### config.mk
export PLATFORM = sky130hd
export DESIGN_NAME = stream_arbiter_fifo_flat
export DESIGN_NICKNAME = d
export VERILOG_FILES = /design/src/rtl/stream_arbiter_fifo_if.sv /design/src/rtl/stream_arbiter_fifo.sv /design/src/flat_wrapper.sv
export SDC_FILE = /design/constraint.sdc
export NUM_CORES = 1
export LEC_CHECK = 0
export CAP_MARGIN = 20
export CORE_ASPECT_RATIO = 2
export CORE_MARGIN = 10
export CORE_UTILIZATION = 40
export CTS_BUF_LIST = sky130_fd_sc_hd__clkbuf_8
export DETAILED_ROUTE_END_ITERATION = 7
export GPL_ROUTABILITY_DRIVEN = 0
export SYNTH_ARGS = -nofsm -noshare
export SYNTH_HDL_FRONTEND = slang
export SYNTH_SLANG_ARGS = --single-unit
export TNS_END_PERCENT = 20
### constraint.sdc
create_clock -name clock -period 3.43 [get_ports clock]
set_clock_uncertainty 0.2 [all_clocks]
set_input_delay 0.5145 -clock clock [delete_from_list [all_inputs] [get_ports clock]]
set_output_delay 0.5145 -clock clock [all_outputs]
set_load 0.01 [all_outputs]
### src/rtl/stream_arbiter_fifo_if.sv
// Stream bundle for the round-robin merging FIFO: CHANNELS producer
// streams in, one tagged consumer stream out. The DUT takes the slave
// side and the surrounding logic takes the master side.
interface stream_arbiter_fifo_if #(
    parameter int CHANNELS   = 2,
    parameter int DATA_WIDTH = 32,
    parameter int DEPTH      = 4,
    parameter int ID_WIDTH   = 1
);
    localparam int LEVEL_WIDTH = $clog2(DEPTH) + 1;

    logic [CHANNELS*DATA_WIDTH-1:0]  in_data;
    logic [CHANNELS-1:0]             in_valid;
    logic [CHANNELS-1:0]             in_ready;
    logic [CHANNELS*LEVEL_WIDTH-1:0] in_level;
    logic [DATA_WIDTH-1:0]           out_data;
    logic [ID_WIDTH-1:0]             out_id;
    logic                            out_valid;
    logic                            out_ready;

    modport master (
        output in_data, in_valid, out_ready,
        input  in_ready, in_level, out_data, out_id, out_valid
    );

    modport slave (
        input  in_data, in_valid, out_ready,
        output in_ready, in_level, out_data, out_id, out_valid
    );
endinterface

### src/rtl/stream_arbiter_fifo.sv
// Per-channel DEPTH-word FIFOs merged round-robin into one registered,
// id-tagged valid/ready output stream. Single clock, synchronous reset.
module stream_arbiter_fifo #(
    parameter int CHANNELS   = 2,
    parameter int DATA_WIDTH = 32,
    parameter int DEPTH      = 4,
    parameter int ID_WIDTH   = 1
) (
    input  logic                  clock,
    input  logic                  reset,
    stream_arbiter_fifo_if.slave  bus
);
    localparam int PTR_W   = $clog2(DEPTH);
    localparam int LEVEL_W = PTR_W + 1;

    logic [DATA_WIDTH-1:0] mem        [CHANNELS][DEPTH];
    logic [PTR_W-1:0]      wr_ptr     [CHANNELS];
    logic [PTR_W-1:0]      rd_ptr     [CHANNELS];
    logic [LEVEL_W-1:0]    count      [CHANNELS];
    logic [LEVEL_W-1:0]    count_next [CHANNELS];

    logic [CHANNELS-1:0]   in_ready_q;
    logic [CHANNELS-1:0]   wr_en;
    logic [CHANNELS-1:0]   nonempty;
    logic [CHANNELS-1:0]   sel_hot;
    logic [CHANNELS-1:0]   pop_en;
    logic [ID_WIDTH-1:0]   grant;
    logic [ID_WIDTH-1:0]   sel_id;
    logic                  sel_found;
    logic [DATA_WIDTH-1:0] sel_data;
    logic                  load;

    // Output register (stage 1 of the merged stream)
    logic [DATA_WIDTH-1:0] out_data_p1;
    logic [ID_WIDTH-1:0]   out_id_p1;
    logic                  out_vld_p1;

    assign load          = !out_vld_p1 | bus.out_ready;
    assign pop_en        = sel_hot & {CHANNELS{load}};
    assign bus.in_ready  = in_ready_q;
    assign bus.out_data  = out_data_p1;
    assign bus.out_id    = out_id_p1;
    assign bus.out_valid = out_vld_p1;

    // Per-channel handshake, occupancy and next-state word count
    always_comb begin
        bus.in_level = '0;
        for (int c = 0; c < CHANNELS; c++) begin
            nonempty[c]   = (count[c] != '0);
            wr_en[c]      = bus.in_valid[c] & in_ready_q[c];
            count_next[c] = count[c] + LEVEL_W'(wr_en[c]) - LEVEL_W'(pop_en[c]);
            bus.in_level[c*LEVEL_W +: LEVEL_W] = count[c];
        end
    end

    // Round-robin pick: first non-empty channel after the last grant, with wrap
    always_comb begin
        sel_found = 1'b0;
        sel_id    = '0;
        sel_hot   = '0;
        sel_data  = '0;
        for (int i = 1; i <= CHANNELS; i++) begin
            for (int c = 0; c < CHANNELS; c++) begin
                if (!sel_found && nonempty[c] && (c == (int'(grant) + i) % CHANNELS)) begin
                    sel_found  = 1'b1;
                    sel_id     = ID_WIDTH'(c);
                    sel_hot[c] = 1'b1;
                end
            end
        end
        for (int c = 0; c < CHANNELS; c++) begin
            if (sel_hot[c]) begin
                sel_data = mem[c][rd_ptr[c]];
            end
        end
    end

    // FIFO storage; contents need no reset because pointers and counts are cleared
    always_ff @(posedge clock) begin
        for (int c = 0; c < CHANNELS; c++) begin
            if (wr_en[c] && !reset) begin
                mem[c][wr_ptr[c]] <= bus.in_data[c*DATA_WIDTH +: DATA_WIDTH];
            end
        end
    end

    // Pointers, counts, registered ready, grant and output register
    always_ff @(posedge clock) begin
        if (reset) begin
            for (int c = 0; c < CHANNELS; c++) begin
                count[c]  <= '0;
                wr_ptr[c] <= '0;
                rd_ptr[c] <= '0;
            end
            in_ready_q  <= '0;
            grant       <= ID_WIDTH'(CHANNELS - 1);
            out_vld_p1  <= 1'b0;
            out_data_p1 <= '0;
            out_id_p1   <= '0;
        end else begin
            for (int c = 0; c < CHANNELS; c++) begin
                count[c]      <= count_next[c];
                in_ready_q[c] <= (count_next[c] < LEVEL_W'(DEPTH));
                if (wr_en[c]) begin
                    wr_ptr[c] <= wr_ptr[c] + PTR_W'(1);
                end
                if (pop_en[c]) begin
                    rd_ptr[c] <= rd_ptr[c] + PTR_W'(1);
                end
            end
            if (load) begin
                out_vld_p1 <= sel_found;
                if (sel_found) begin
                    out_data_p1 <= sel_data;
                    out_id_p1   <= sel_id;
                    grant       <= sel_id;
                end
            end
        end
    end
endmodule

### src/flat_wrapper.sv
// flat-port wrapper written by rule: the top's interface ports become plain ports
module stream_arbiter_fifo_flat 
#(
    parameter int CHANNELS   = 2,
    parameter int DATA_WIDTH = 32,
    parameter int DEPTH      = 4,
    parameter int ID_WIDTH   = 1
)
  (clock, reset, bus_in_data, bus_in_valid, bus_out_ready, bus_in_ready, bus_in_level, bus_out_data, bus_out_id, bus_out_valid);
  stream_arbiter_fifo_if #(.CHANNELS(CHANNELS), .DATA_WIDTH(DATA_WIDTH), .DEPTH(DEPTH), .ID_WIDTH(ID_WIDTH)) bus_i ();
  input  logic clock;
  input  logic reset;
  input wire logic [$bits(bus_i.in_data)-1:0] bus_in_data;
  input wire logic [$bits(bus_i.in_valid)-1:0] bus_in_valid;
  input wire logic [$bits(bus_i.out_ready)-1:0] bus_out_ready;
  output wire logic [$bits(bus_i.in_ready)-1:0] bus_in_ready;
  output wire logic [$bits(bus_i.in_level)-1:0] bus_in_level;
  output wire logic [$bits(bus_i.out_data)-1:0] bus_out_data;
  output wire logic [$bits(bus_i.out_id)-1:0] bus_out_id;
  output wire logic [$bits(bus_i.out_valid)-1:0] bus_out_valid;
  assign bus_i.in_data = bus_in_data;
  assign bus_i.in_valid = bus_in_valid;
  assign bus_i.out_ready = bus_out_ready;
  assign bus_in_ready = bus_i.in_ready;
  assign bus_in_level = bus_i.in_level;
  assign bus_out_data = bus_i.out_data;
  assign bus_out_id = bus_i.out_id;
  assign bus_out_valid = bus_i.out_valid;
  stream_arbiter_fifo #(.CHANNELS(CHANNELS), .DATA_WIDTH(DATA_WIDTH), .DEPTH(DEPTH), .ID_WIDTH(ID_WIDTH)) u_core (.clock(clock), .reset(reset), .bus(bus_i));
endmodule
Word level (Yosys, flattened, before mapping)
Memory sizes are Yosys's and may differ from the RTL's. Index checks and enable logic that the tools add are counted. Widths: inputs -> output; s select.

Memories: 4. Register bits after elaboration: 37. Input port bits: 69. Output and inout port bits: 42. Word-level logic and storage cells: 112. RAM bits: 270.

Reductions and logical operators: 21. Add/sub/neg operators: 10. Multiplexer cells: 46. $lt $le $gt $ge: 8. Eq/ne operators: 2. Bitwise gates (word level): 16.

Memories: u_core.mem (words 2, bits a word 128, read ports 2, clocked after Yosys merged registers in 0, write ports 2, line stream_arbiter_fifo.sv:16) `logic [DATA_WIDTH-1:0] mem [CHANNELS][DEPTH];`; u_core.count (words 2, bits a word 3, read ports 2, clocked after Yosys merged registers in 0, write ports 2, line stream_arbiter_fifo.sv:19) `logic [LEVEL_W-1:0] count [CHANNELS];`; u_core.rd_ptr (words 2, bits a word 2, read ports 2, clocked after Yosys merged registers in 0, write ports 2, line stream_arbiter_fifo.sv:18) `logic [PTR_W-1:0] rd_ptr [CHANNELS];`; u_core.wr_ptr (words 2, bits a word 2, read ports 2, clocked after Yosys merged registers in 0, write ports 2, line stream_arbiter_fifo.sv:17) `logic [PTR_W-1:0] wr_ptr [CHANNELS];`.

Operator list (number): $mux 128 (2); $mux 32 (8); $bmux 32 s2 (2); $demux 32 s2 (2); $logic_not 32->1 (2); $mux 1 (26); $ge 3x3->1 const B (4); $not 2->3 (4); $logic_and 1x1->1 (11); $add 2x1->2 const B (4); $mux 2 (4); $or 1x1->1 (7); $add 3x1->3 (2); $lt 3x1->1 const B (2); $lt 3x3->1 const B (2); $mux 3 (2); $reduce_bool 3->1 (2); $sub 3x1->3 (2); $logic_not 1->1 (5); $eq 2x2->1 const A (2); $add 1x1->1 const B (2); $and 1x1->1 (2); $and 1x1->1 const A (2); $and 2x2->2 (1); $reduce_and 2->1 (1).

Depth between registers and ports, before layout
Word-level depth: 22. Depth in mapped cells: 11. Depth with buffers taken out: 10.

Least setup slack after synthesis
Ideal clock, no wire load.

Path kind: flip-flop to flip-flop. From: mem u_core.count[0][1] in the netlist's numbering. To: reg u_core.in_ready_q[1] (netlist: u_core.bus.in_ready[1]). Arrival time: 2.166 ns. Setup time: 0.126 ns. Path buffers: 1. Data required time: 3.104 ns. Setup slack: 0.938 ns. Stages on the path, launching flop included: 9. Path through: dfxtp_1 o31a_1 or2_4 buf_6 or3_1 fa_1 xnor2_1 xnor2_1 nor2b_1.

RTL lines: start, declared (line stream_arbiter_fifo.sv:19); end signal, assigned by index (line stream_arbiter_fifo.sv:103) `in_ready_q[c] <= (count_next[c] < LEVEL_W'(DEPTH));`; end, declared (line stream_arbiter_fifo.sv:22) `logic [CHANNELS-1:0] in_ready_q;`.

==> flow_metrics.py <==
metrics = {
    "sta": {
        "setup_tns_ns": 0,
        "finalWorstSetupSlack_ns": 0.344,
        "hold_violations": 0,
        "maxSlewViolCount": 0,
        "final.min_clock_period_ns": 3.09,
        "setup_viol": 0,
        "timing.slew.headroom_pct": 42.2,
        "tightestPinTransition_ns": 0.867,
        "grt_setup_unrepaired": "no",
        "fin_crit_sh_pct": 90.0,
        "fmax_mhz": 324,
    },
    "detailed_routing": {
        "dr.pass1.iters": 5,
        "drt_iter0_drc": 346,
        "drc": 0,
        "antenna_left": 0,
        "routed_wl_mm": 26.8,
        "post_drt_wl_per_cell_um": 24.1,
        "via_count": 5801,
        "vias_per_cell": 5.21,
    },
    "synth": {
        "ys_warn_count": 0,
        "synthDistinctLibCells": 36,
        "synthArstFlopShare_pct": 0,
        "synth_edf_count": 264,
        "syn-num-nets": 661,
        "seq_area_frac_synth_pct": 74.8,
        "netlist_area_um2": 11800,
        "synth_seq_cells": 307,
        "syn-instance-count": 579,
        "avgSynthCellArea_um2": 20.3,
        "yosys_most_used_dff": "edfxtp_1",
    },
    "power_and_ir_drop": {
        "power_density_nw_per_um2": 757,
        "vdd_ir_drop_max_mv": 0.470,
        "leakagePower_nw": 4.63,
        "finalPower_w": 0.0106,
    },
    "grt": {
        "grt_use_total_pct": 14.4,
        "met3_usage_pct": 3.05,
        "grt_max_degree": 39,
        "gr-usage-met2_pct": 26.8,
        "grt_busiest_layer": "met2",
        "grt_pass1_vias": 6369,
        "globalRouteMet1Util_pct": 14.6,
        "grt-ovfl-total": 0,
        "grt_pass1_wl_mm": 40.0,
        "antenna_found_initial": 1,
    },
    "place": {
        "hpwl_mm": 18.3,
        "dpl_cell_area_um2": 13200,
        "placedCellCount": 1035,
        "place_ws_ns": 0.349,
        "io_buffers": 110,
    },
    "floorplan": {
        "chipWidth_um": 141,
        "core-area_um2": 29000,
        "die_area_um2": 37100,
        "ioPinCount": 111,
        "dieHeight_um": 262,
        "start_util_pct": 40.6,
        "placementRows": 88,
    },
    "clocking": {
        "clock_path_buffers": 3,
        "cts_resized": 0,
        "numCtsBuffers": 44,
        "cts.sinks": 307,
        "cts_setup_buffers": 0,
        "clk_latency_ns": 0.55,
        "cts_hold_buffers": 0,
        "clk_pin_slew_ns": 0.07,
        "cts_tree": "done",
        "cts_root_buffer": "clkbuf_8",
        "h-tree-depth": 2,
    },
    "final_layout": {
        "final_layout_size_suffix_gt1_share_pct": 17.3,
        "finalNonFillerCells": 1113,
        "final_cell_mix": "264 x edfxtp_1, 110 x clkdlybuf4s50_1, 50 x mux4_2, 48 x clkbuf_8, 43 x dfxtp_1",
        "fin_nets": 803,
        "design_area_um2": 14000,
        "syn2layout_area_growth_pct": 18.9,
        "final_common_cell": "edfxtp_1",
    },
    "worst_setup_path": {
        "crit_type": "reg -> reg",
        "worstPathMaxFanout": 13,
        "arrival_ns": 3.31,
        "slowest_stage": "nor2_1",
        "crit_top_cell": "xnor2_1",
        "worst-r2r-setup-slack_ns": 0.34,
        "critPathTopFamily": "simple AND/OR/NAND/NOR gates",
        "crit_path_end_kind": "register",
        "crit_chain": "o31a_1 -> nor2_1 -> nand2_1 -> xnor2_1 -> ha_1 -> fa_1 -> xnor2_1 -> xnor2_1 -> nor2b_1",
        "cp.required_ns": 3.66,
        "cpPeakStageDelay_ns": 0.63,
        "crit_buf_inv": 0,
        "critical_path.startpoint_type": "register",
    },
    "job": {
        "drv_cap": 0,
    },
    "min_path": {
        "hold_path.class": "reg -> reg",
    },
    "status": {
        "status": "complete, no violations",
    },
}
-- metrics by stage --
step	utilization, %	hold WS (ns)
CTS	48.2	0.262
finish	48.2	0.266
floorplan	-	0.278
global placement	45.4	0.256
global route	48.2	0.277
detailed placement	45.4	0.253
-- where the power goes --
group / leakage [nW] / internal, W / total, W / switching (W)
registers: 2.75 / 0.00442 / 0.00464 / 0.000213
clock network: 0.477 / 0.00136 / 0.00267 / 0.00131
logic: 1.40 / 0.00154 / 0.00327 / 0.00173
-- cells in the mapped netlist, drive strengths merged, types with 2 or more instances --
cell	count	area, um^2
a211oi	20	150
a21oi	3	15.0
a22oi	12	90.1
and2	10	62.6
buf	23	198
clkbuf	11	101
dfxtp	43	861
edfxtp	264	7930
fa	2	40.0
ha	11	138
inv	11	41.3
mux4	64	1490
nand2	7	26.3
nand2b	5	31.3
nor2	30	115
nor2b	7	43.8
nor3	7	46.3
o22ai	20	125
o2bb2ai	12	105
or2	2	15.0
or3	2	17.5
xnor2	7	61.3
-- worst paths after layout --
path,startpoint,endpoint,depth (start not counted)
worst min register to register,u_core.bus.out_id,u_core.bus.out_id,2
worst min-delay path,u_core.bus.out_id,u_core.bus.out_id,2
worst max-delay path,u_core.count[0][1],u_core.bus.in_ready[1],9
worst max register to register,u_core.count[0][1],u_core.bus.in_ready[1],9
-- state kept, by name, summed over array words and instances (netlist names) --
| name | flops |
|---|---|
| u_core.wr_ptr | 4 |
| u_core.bus.in_ready | 2 |
| u_core.bus.out_data | 32 |
| u_core.mem | 256 |
| u_core.count | 6 |
| u_core.bus.out_valid | 1 |
| u_core.bus.out_id | 1 |
| u_core.rd_ptr | 4 |
| u_core.grant | 1 |
-- area by class of cell --
class | instances | area, um^2
Inverter | 11 | 41.3
Clock inverter | 29 | 148
Clock buffer | 48 | 661
Timing Repair Buffer | 130 | 1250
Tap cell | 360 | 450
Multi-Input combinational cell | 227 | 2630
Sequential cell | 307 | 8790
Antenna cell | 1 | 2.50
Fill cell | 2422 | 15000
-- worst reg2reg max path, cell delays in order (launching register included) --
cell and delay, ns:
dfxtp_1 0.37, o31a_1 0.31, nor2_1 0.63, nand2_1 0.26
xnor2_1 0.19, ha_1 0.20, fa_1 0.38, xnor2_1 0.15
xnor2_1 0.14, nor2b_1 0.13
-- kinds of logic (layout without fill, tap and decap cells) --
kind of cell	count (synthesis)	in the layout	synth area share, %
other	0	1	0
multiplexers	64	64	12.7
XOR/XNOR	7	7	0.522
AND/OR/NAND/NOR	70	70	3.04
adder cells (fa/ha/maj)	13	13	1.51
flip-flops	307	307	74.8
buffers and inverters	45	218	2.90
AO/OA/AOI/OAI	73	73	4.54
-- layer usage --
metal  vias up  wire length [um]
met5         -                 0
li1       2645                 -
met4         0              1140
met1      2932              8980
met2       168             15200
met3        56              1450
(Power assumes the default switching activity.)
